===== config.mk =====
export PLATFORM = sky130hd
export DESIGN_NAME = vt52_cursor_ctrl_flat
export DESIGN_NICKNAME = d
export VERILOG_FILES = /design/src/rtl/vt52_pkg.sv /design/src/rtl/vt52_cursor_ctrl_if.sv /design/src/rtl/vt52_cursor_ctrl.sv /design/src/flat_wrapper.sv
export SDC_FILE = /design/constraint.sdc
export NUM_CORES = 1
export LEC_CHECK = 0
export CELL_PAD_IN_SITES_DETAIL_PLACEMENT = 1
export CELL_PAD_IN_SITES_GLOBAL_PLACEMENT = 1
export CORE_MARGIN = 3
export CORE_UTILIZATION = 30
export DETAILED_ROUTE_END_ITERATION = 12
export GPL_TIMING_DRIVEN = 0
export PLACE_DENSITY_LB_ADDON = 0.1
export SLEW_MARGIN = 30
export SYNTH_ARGS = -nofsm -noshare
export SYNTH_HDL_FRONTEND = slang
export SYNTH_SLANG_ARGS = --single-unit

===== constraint.sdc =====
create_clock -name clk -period 2.4 [get_ports clk]
set_input_delay 0.72 -clock clk [delete_from_list [all_inputs] [get_ports clk]]
set_output_delay 0.72 -clock clk [all_outputs]
set_load 0.005 [all_outputs]

===== src/rtl/vt52_pkg.sv =====
`default_nettype none
// ============================================================================
// Package     : vt52_pkg
// Description : Shared byte constants, screen defaults, decoder state type
//               and coordinate clamp helper for the VT52 cursor controller.
// Revision    : 1.0 - initial release
// ============================================================================
package vt52_pkg;

  // Default screen geometry
  localparam int DEFAULT_COLS = 80;
  localparam int DEFAULT_ROWS = 24;

  // Control bytes
  localparam logic [7:0] CH_ESC = 8'h1B;
  localparam logic [7:0] CH_CR  = 8'h0D;
  localparam logic [7:0] CH_LF  = 8'h0A;
  localparam logic [7:0] CH_BS  = 8'h08;

  // Escape command letters
  localparam logic [7:0] CH_UP    = 8'h41;  // 'A'
  localparam logic [7:0] CH_DOWN  = 8'h42;  // 'B'
  localparam logic [7:0] CH_RIGHT = 8'h43;  // 'C'
  localparam logic [7:0] CH_LEFT  = 8'h44;  // 'D'
  localparam logic [7:0] CH_HOME  = 8'h48;  // 'H'
  localparam logic [7:0] CH_LOAD  = 8'h59;  // 'Y'

  // Printable range and the bias applied to ESC Y coordinates
  localparam logic [7:0] PRINT_MIN    = 8'h20;
  localparam logic [7:0] PRINT_MAX    = 8'h7E;
  localparam logic [7:0] COORD_OFFSET = 8'h20;

  typedef enum logic [1:0] {
    ST_NORMAL    = 2'd0,
    ST_ESC       = 2'd1,
    ST_ESC_Y_ROW = 2'd2,
    ST_ESC_Y_COL = 2'd3
  } state_t;

  // Clamp a signed 9-bit intermediate into [0, max_v]
  function automatic logic [7:0] clamp_coord(input logic signed [8:0] v,
                                             input logic [7:0]        max_v);
    logic [7:0] result;
    if (v < 9'sd0) begin
      result = 8'd0;
    end else if (v > $signed({1'b0, max_v})) begin
      result = max_v;
    end else begin
      result = v[7:0];
    end
    return result;
  endfunction

endpackage
`default_nettype wire


===== src/rtl/vt52_cursor_ctrl_if.sv =====
`default_nettype none
// ============================================================================
// Interface   : vt52_cursor_ctrl_if
// Description : Byte stream valid/ready handshake from the UART receive path.
// Revision    : 1.0 - initial release
// ============================================================================
interface vt52_cursor_ctrl_if;
  logic [7:0] rx_data;
  logic       rx_valid;
  logic       rx_ready;

  // Byte source (UART side)
  modport master (output rx_data, output rx_valid, input rx_ready);
  // Byte sink (decoder side)
  modport slave  (input rx_data, input rx_valid, output rx_ready);
endinterface
`default_nettype wire


===== src/rtl/vt52_cursor_ctrl.sv =====
`default_nettype none
// ============================================================================
// Module      : vt52_cursor_ctrl
// Description : VT52 byte-stream decoder. Turns printable bytes, CR/LF/BS and
//               ESC A/B/C/D/H/Y sequences into cursor register writes, frame
//               buffer write strobes and scroll requests.
// Revision    : 1.0 - initial release
// ============================================================================
module vt52_cursor_ctrl
  import vt52_pkg::*;
#(
  parameter int COLS     = DEFAULT_COLS,
  parameter int ROWS     = DEFAULT_ROWS,
  parameter int COL_BITS = 7,
  parameter int ROW_BITS = 5
) (
  input  wire logic                clk,
  input  wire logic                reset,
  vt52_cursor_ctrl_if.slave        rx,
  input  wire logic [COL_BITS-1:0] cur_col,
  input  wire logic [ROW_BITS-1:0] cur_row,
  output logic      [COL_BITS-1:0] new_col,
  output logic                     col_wen,
  output logic      [ROW_BITS-1:0] new_row,
  output logic                     row_wen,
  output logic      [7:0]          char_data,
  output logic      [COL_BITS-1:0] char_col,
  output logic      [ROW_BITS-1:0] char_row,
  output logic                     char_wen,
  output logic                     scroll_req,
  input  wire logic                scroll_busy
);

  localparam logic [7:0]          COL_MAX  = 8'(COLS - 1);
  localparam logic [7:0]          ROW_MAX  = 8'(ROWS - 1);
  localparam logic [ROW_BITS-1:0] ROW_LAST = ROW_BITS'(ROWS - 1);

  state_t              state;
  logic                cooldown;
  logic [ROW_BITS-1:0] y_row;
  logic                accept;

  logic signed [8:0]   col_s;
  logic signed [8:0]   row_s;
  logic signed [8:0]   off_s;
  logic [COL_BITS-1:0] col_inc;
  logic [COL_BITS-1:0] col_dec;
  logic [ROW_BITS-1:0] row_inc;
  logic [ROW_BITS-1:0] row_dec;
  logic [COL_BITS-1:0] col_load;
  logic [ROW_BITS-1:0] row_load;

  // The cursor registers update one cycle after a write enable, so a second
  // byte is held off for one cycle after every accept.
  assign rx.rx_ready = !scroll_busy && !cooldown && reset;
  assign accept      = rx.rx_valid && rx.rx_ready;

  // Signed 9-bit cursor arithmetic with clamping, so nothing wraps
  always_comb begin
    col_s    = $signed(9'(cur_col));
    row_s    = $signed(9'(cur_row));
    off_s    = $signed({1'b0, rx.rx_data}) - $signed({1'b0, COORD_OFFSET});
    col_inc  = COL_BITS'(clamp_coord(col_s + 9'sd1, COL_MAX));
    col_dec  = COL_BITS'(clamp_coord(col_s - 9'sd1, COL_MAX));
    row_inc  = ROW_BITS'(clamp_coord(row_s + 9'sd1, ROW_MAX));
    row_dec  = ROW_BITS'(clamp_coord(row_s - 9'sd1, ROW_MAX));
    col_load = COL_BITS'(clamp_coord(off_s, COL_MAX));
    row_load = ROW_BITS'(clamp_coord(off_s, ROW_MAX));
  end

  // Decoder FSM with registered strobes and held position/character data
  always_ff @(posedge clk) begin
    if (!reset) begin
      state      <= ST_NORMAL;
      cooldown   <= 1'b0;
      y_row      <= '0;
      new_col    <= '0;
      col_wen    <= 1'b0;
      new_row    <= '0;
      row_wen    <= 1'b0;
      char_data  <= '0;
      char_col   <= '0;
      char_row   <= '0;
      char_wen   <= 1'b0;
      scroll_req <= 1'b0;
    end else begin
      col_wen    <= 1'b0;
      row_wen    <= 1'b0;
      char_wen   <= 1'b0;
      scroll_req <= 1'b0;
      cooldown   <= accept;

      if (accept) begin
        case (state)
          ST_NORMAL: begin
            if (rx.rx_data >= PRINT_MIN && rx.rx_data <= PRINT_MAX) begin
              char_wen  <= 1'b1;
              char_data <= rx.rx_data;
              char_col  <= cur_col;
              char_row  <= cur_row;
              new_col   <= col_inc;
              col_wen   <= 1'b1;
            end else begin
              case (rx.rx_data)
                CH_CR: begin
                  new_col <= '0;
                  col_wen <= 1'b1;
                end
                CH_LF: begin
                  // Bottom line: ask the scroller to move the screen instead
                  if (cur_row < ROW_LAST) begin
                    new_row <= row_inc;
                    row_wen <= 1'b1;
                  end else begin
                    scroll_req <= 1'b1;
                  end
                end
                CH_BS: begin
                  new_col <= col_dec;
                  col_wen <= 1'b1;
                end
                CH_ESC:  state <= ST_ESC;
                default: ;
              endcase
            end
          end

          ST_ESC: begin
            state <= ST_NORMAL;
            case (rx.rx_data)
              CH_UP: begin
                new_row <= row_dec;
                row_wen <= 1'b1;
              end
              CH_DOWN: begin
                new_row <= row_inc;
                row_wen <= 1'b1;
              end
              CH_RIGHT: begin
                new_col <= col_inc;
                col_wen <= 1'b1;
              end
              CH_LEFT: begin
                new_col <= col_dec;
                col_wen <= 1'b1;
              end
              CH_HOME: begin
                new_col <= '0;
                new_row <= '0;
                col_wen <= 1'b1;
                row_wen <= 1'b1;
              end
              CH_LOAD: state <= ST_ESC_Y_ROW;
              CH_ESC:  state <= ST_ESC;
              default: ;
            endcase
          end

          ST_ESC_Y_ROW: begin
            y_row <= row_load;
            state <= ST_ESC_Y_COL;
          end

          ST_ESC_Y_COL: begin
            new_col <= col_load;
            new_row <= y_row;
            col_wen <= 1'b1;
            row_wen <= 1'b1;
            state   <= ST_NORMAL;
          end

          default: state <= ST_NORMAL;
        endcase
      end
    end
  end

endmodule
`default_nettype wire


===== src/flat_wrapper.sv =====
// flat-port wrapper written by rule: the top's interface ports become plain ports
module vt52_cursor_ctrl_flat import vt52_pkg::*;
#(
  parameter int COLS     = DEFAULT_COLS,
  parameter int ROWS     = DEFAULT_ROWS,
  parameter int COL_BITS = 7,
  parameter int ROW_BITS = 5
)
  (clk, reset, cur_col, cur_row, new_col, col_wen, new_row, row_wen, char_data, char_col, char_row, char_wen, scroll_req, scroll_busy, rx_rx_data, rx_rx_valid, rx_rx_ready);
  vt52_cursor_ctrl_if rx_i ();
  input  wire logic clk;
  input  wire logic reset;
  input  wire logic [COL_BITS-1:0] cur_col;
  input  wire logic [ROW_BITS-1:0] cur_row;
  output logic      [COL_BITS-1:0] new_col;
  output logic col_wen;
  output logic      [ROW_BITS-1:0] new_row;
  output logic row_wen;
  output logic      [7:0] char_data;
  output logic      [COL_BITS-1:0] char_col;
  output logic      [ROW_BITS-1:0] char_row;
  output logic char_wen;
  output logic scroll_req;
  input  wire logic scroll_busy;
  input wire logic [$bits(rx_i.rx_data)-1:0] rx_rx_data;
  input wire logic [$bits(rx_i.rx_valid)-1:0] rx_rx_valid;
  output wire logic [$bits(rx_i.rx_ready)-1:0] rx_rx_ready;
  assign rx_i.rx_data = rx_rx_data;
  assign rx_i.rx_valid = rx_rx_valid;
  assign rx_rx_ready = rx_i.rx_ready;
  vt52_cursor_ctrl #(.COLS(COLS), .ROWS(ROWS), .COL_BITS(COL_BITS), .ROW_BITS(ROW_BITS)) u_core (.clk(clk), .reset(reset), .rx(rx_i), .cur_col(cur_col), .cur_row(cur_row), .new_col(new_col), .col_wen(col_wen), .new_row(new_row), .row_wen(row_wen), .char_data(char_data), .char_col(char_col), .char_row(char_row), .char_wen(char_wen), .scroll_req(scroll_req), .scroll_busy(scroll_busy));
endmodule

# Word level (Yosys, flattened, before mapping)
# Cells that the tools add are included.
# W data, S select, Z words.
[word_totals]
ff_bits = 44
latchBits = 0
mem_bits_rw = 0
rom_bits = 0
out_inout_bits = 37
word_cells = 110
memories = 0
[classes]
add_sub_neg = 5
n_mul = 0
div = 0
magnitude_cmp = 14
eq_ne = 20
shift = 0
mux = 36
bitwise_logic = 4
n_reduce_logical = 19
[ops]
columns = ["cell", "n"]
rows = [
  ["$mux W7", 7],
  ["$eq A8 B7 Y1 const B", 6],
  ["$mux W5", 9],
  ["$pmux W7 S3", 2],
  ["$pmux W5 S3", 2],
  ["$eq A8 B4 Y1 const B", 3],
  ["$lt A8 B1 Y1 const B", 2],
  ["$pmux W7 S2", 1],
  ["$lt A6 B1 Y1 const B", 2],
  ["$gt A9 B6 Y1 const B", 1],
  ["$gt A9 B8 Y1 const B", 1],
  ["$lt A9 B1 Y1 const B", 1],
  ["$mux W1", 9],
  ["$reduce_and A3 Y1", 3],
  ["$sub A8 B6 Y9 const B", 1],
  ["$add A7 B1 Y8 const B", 1],
  ["$eq A8 B5 Y1 const B", 1],
  ["$ge A8 B6 Y1 const B", 1],
  ["$gt A8 B7 Y1 const B", 1],
  ["$gt A8 B8 Y1 const B", 1],
  ["$le A8 B7 Y1 const B", 1],
  ["$ne A4 B4 Y1 const B", 2],
  ["$pmux W2 S4", 1],
  ["$sub A7 B1 Y8 const B", 1],
  ["other kinds (24)", 38],
]

# Depth between registers and ports, before layout
[depth]
word_depth = 8
depth_mapped = 11
ltp_nobuf = 9

# Worst setup path after synthesis
# Ideal clock, no wire load.
[synth_path]
kind = "input to register"
from = "input cur_col[0]"
to = "register u_core.new_col[1]"
setup_ns = 0.074
t_arrival_ns = 2.481
required_time_ns = 2.326
setup_slack_ns = -0.155
cell_stages = 9
path_buffers = 1
cell_sequence = "inv_1 > ha_1 > or3b_1 > clkbuf_1 > or3_1 > o221ai_1 > a21oi_1 > o32a_1 > a31oi_1"
[synth_via]
elab_chain_cells = 7
[synth_lines]
columns = ["element", "line", "rtl"]
rows = [
  ["from (decl)", "flat_wrapper.sv:13", "input wire logic [COL_BITS-1:0] cur_col;"],
  ["$sub A7 B1 Y8", "vt52_cursor_ctrl.sv:64", "col_dec = COL_BITS'(clamp_coord(col_s - 9'sd1, COL_MAX));"],
  ["$gt A8 B8 Y1", "vt52_pkg.sv:46", "end else if (v > $signed({1'b0, max_v})) begin"],
  ["$mux W7", "vt52_pkg.sv:46", ""],
  ["$mux W7", "vt52_pkg.sv:44", "if (v < 9'sd0) begin"],
  ["$pmux W7 S2", "vt52_cursor_ctrl.sv:104", "case (rx.rx_data)"],
  ["$mux W7", "vt52_cursor_ctrl.sv:96", "if (rx.rx_data >= PRINT_MIN && rx.rx_data <= PRINT_MAX) begin"],
  ["$pmux W7 S3 *", "vt52_cursor_ctrl.sv:94", "case (state)"],
  ["to (signal assigned)", "vt52_cursor_ctrl.sv:101", "new_col <= col_inc;"],
  ["to (signal assigned)", "vt52_cursor_ctrl.sv:119", "new_col <= col_dec;"],
  ["to (signal assigned)", "vt52_cursor_ctrl.sv:140", "new_col <= col_inc;"],
  ["to (decl)", "vt52_cursor_ctrl.sv:22", "output logic [COL_BITS-1:0] new_col,"],
]
# Every way passes the cells marked *; elsewhere a longest branch is shown, timed or not.
# A chain may end at the register's enable or synchronous reset.

# Worst setup path after layout
[layout_path]
from = "input cur_col[1]"
to = "register u_core.new_col[1]"
# The elaborated chain is that of the path after synthesis.

==> results.tsv <==
stage	metric	value	unit
finish	fin_cells	613	
synthesis	ys_ff_latch	44	
finish	syn_to_final_growth	43.4	%
placement	pre_cts_ws	-1.02	ns
sta	max_freq	419	MHz
detailed_routing	vias	3265	
cts	root_buffer	clkbuf_8	
placement	dp.final_hpwl	7850	µm
synthesis	avgSynthCellArea	7.81	µm²
cts	clk_path_buf_depth	2	
global_routing	grt_pass1_wl	17300	µm
synthesis	syn_area	3080	µm²
critical_path	path_class	in -> reg	
synthesis	ys_types	68	
finish	multi_input_area	2170	µm²
cts	htreeDepth	2	
run	maxCapViolations	0	
placement	placed_area	3860	µm²
detailed_routing	ant_nets	0	
pwr	seq_power_share	41.9	%
sta	finalWorstSetupSlack	0.0149	ns
detailed_routing	drtIter0Drc	126	
sta	min_period_over_period	99.4	%
global_routing	grt_pass1_vias	3329	
synthesis	synth.area.top_cells	dfxtp_1 29%, mux2i_1 6.5%, a21oi_1 5.0%	
sta	min_period	2.39	ns
cts	cts_made_buffers	5	
hold_path	hold_path_class	reg -> reg	
cts	cts_sinks	44	
sta	slew-limit-headroom	57.8	%
pwr	p_comb_share	23.5	%
floorplan	start_util	31.2	%
finish	final_area	4410	µm²
cts	hold_buffers	0	
critical_path	required	2.63	ns
floorplan	fp.coreArea	9860	µm²
detailed_routing	wl_per_cell	17.9	µm
finish	fin_nets	515	
synthesis	synth_top_area_share	28.6	%
floorplan	rows	36	
sta	worst_pin_slew	0.627	ns
finish	diodes	0	
critical_path	crit_fanout	8	
pwr	p_leak	1.79	nW
cts	cts_tree	built	
global_routing	antenna_found_initial	0	
critical_path	critical_path_arrival	2.61	ns
critical_path	worst_setup_path_start_kind	primary input	
global_routing	grt_max_degree	15	
finish	fill_cells	1170	
critical_path	r2r_cells	8	
floorplan	die_area	11500	µm²
finish	seqCellArea	881	µm²
synthesis	synth_cells	394	
finish	drive_gt1_share	22.9	%
sta	tns	0	ns
detailed_routing	via_per_inst	5.33	
sta	setup_violations	0	
placement	place_congestion	0.850	
cts	clock_latency	0.30	ns
synthesis	synth_edf_count	0	
critical_path	critPathCaptureType	register	
sta	worst_hold_slack	0.462	ns
synthesis	ys.flop_type	dfxtp_1	
hold_path	hold_depth	2	
synthesis	ys_warn_count	0	
synthesis	async_reset_ff_share	0	%
cts	clk_pin_slew	0.10	ns
synthesis	synth_area_leader_cell	dfxtp_1	
detailed_routing	routed_wl	11000	µm
pwr	p_sw	517	µW
floorplan	pin_count	61	
outcome	run_status	completed	
floorplan	fp.dieW	107	µm
global_routing	track_usage	18.7	%
pwr	p_int	1.27	mW
floorplan	die_h	107	µm
global_routing	grt_overflow_total	0	
sta	drv_slew	0	
pwr	clock_power_share	34.6	%
synthesis	synth_nets	430	
pwr	vdd_drop_max	0.230	mV
sta	rsz0062_at_grt	yes	
sta	hold_viol	0	
placement	dp_cells	583	
placement	place.port_buffers	56	
sta	skew	0.0127	ns
detailed_routing	first_pass_iters	4	
synthesis	ys_seq_area_share	28.6	%
pwr	switching_share	29.0	%
pwr	fin_total_pwr	1.78	mW
finish	post-route-util	44.7	%
pwr	powerDensity	405	nW/µm²
detailed_routing	drc	0	
## cell usage in the layout (no fill, tap or decap), types with 4 or more instances in the layout
cell             count
a21oi_1             27
a31oi_1             13
and3_1               7
buf_2                5
buf_4               26
buf_6                7
clkbuf_1            13
clkbuf_2             7
clkbuf_8             8
clkdlybuf4s50_1     40
dfxtp_1             44
ha_1                 8
ha_4                 4
inv_1                9
mux2i_1             20
nand2_1             24
nand3_1             11
nand3b_1             5
nor2_1              36
nor2b_1              4
nor3_1              11
o21ai_0             28
xnor2_1              6
xor2_1               5
## layer usage
layer	vias to the layer above	GRT usage, %	wire, µm
li1	1607	-	-
met1	1571	25.8	5260
met2	75	30.7	5090
met3	12	2.94	460
met4	0	3.93	161
met5	-	0	0
## registers in the layout, summed over array words and instances (netlist names), named ones only
name	flops
u_core.char_row	5
u_core.scroll_req	1
u_core.y_row	5
u_core.row_wen	1
u_core.char_data	8
u_core.char_col	7
u_core.state	1
u_core.new_col	7
u_core.char_wen	1
u_core.new_row	5
u_core.col_wen	1
u_core.cooldown	1
## layout make-up
class / count / area share [%]
Inverter: 16 / 1.82
Multi-Input combinational cell: 298 / 49.3
Buffer: 33 / 4.99
Timing Repair Buffer: 81 / 17.4
Tap cell: 133 / 3.77
Sequential cell: 44 / 20.0
Clock inverter: 2 / 0.879
Clock buffer: 6 / 1.87
## timing repair
action,in CTS,in global routing
endpoints found under the hold margin,0,0
endpoints found under the setup margin,43,23
buffers inserted,16,7
pin swaps,12,15
cloned,1,1
resized for setup,74,57
## worst max-delay path: stages
cell,delay [ns]
buf_12,0.12
inv_6,0.06
ha_4,0.12
or3b_4,0.38
or3_4,0.43
o221ai_4,0.22
a21oi_2,0.05
o32a_1,0.36
a31oi_1,0.17
## power by group through the flow
stage | Combinational, mW | Sequential (mW) | Clock (mW)
2_1_floorplan | 0.214 | 0.764 | 0
5_1_grt | 0.458 | 0.750 | 0.665
3_5_place_dp | 0.356 | 0.765 | 0
4_1_cts | 0.389 | 0.748 | 0.638
6_report | 0.419 | 0.748 | 0.617
3_3_place_gp | 0.351 | 0.765 | 0
## Yosys cell counts, types with 2 or more instances
master	count
dfxtp_1	44
nor2_1	38
a21oi_1	31
o21ai_0	31
nand2_1	25
clkbuf_1	21
mux2i_1	20
inv_1	16
a31oi_1	14
nand3_1	13
ha_1	12
nor3_1	12
and3_1	7
xnor2_1	6
buf_2	5
nand3b_1	5
or3_1	5
xor2_1	5
buf_1	4
buf_6	4
nor2b_1	4
nor3b_1	4
nor4_1	4
a211oi_1	3
o211ai_1	3
o21a_1	3
o21bai_1	3
o31ai_1	3
o41ai_1	3
or4_1	3
a311oi_1	2
a31o_2	2
nand2b_1	2
o31a_1	2
or2_2	2
## worst paths after layout
check,start,slack [ns],endpoint
max,cur_col[1],0.01,u_core.new_col[1]
min,u_core.y_row[2],0.46,u_core.y_row[2]
max reg2reg,u_core.state[0],0.33,u_core.new_col[3]
min reg2reg,u_core.y_row[2],0.46,u_core.y_row[2]
## kinds of logic (layout without fill, tap and decap cells)
family          count (synthesis)  count (layout)  synth area share (%)
xor+xnor                       11              11                  3.13
buf+inv                        52             138                  7.69
mux                            21              21                  6.87
fa+ha+maj                      12              12                  4.88
flops                          44              44                  28.6
compound gates                117             117                  25.3
simple gates                  137             137                  23.5
Note: power is estimated with default switching activity, not from simulation.
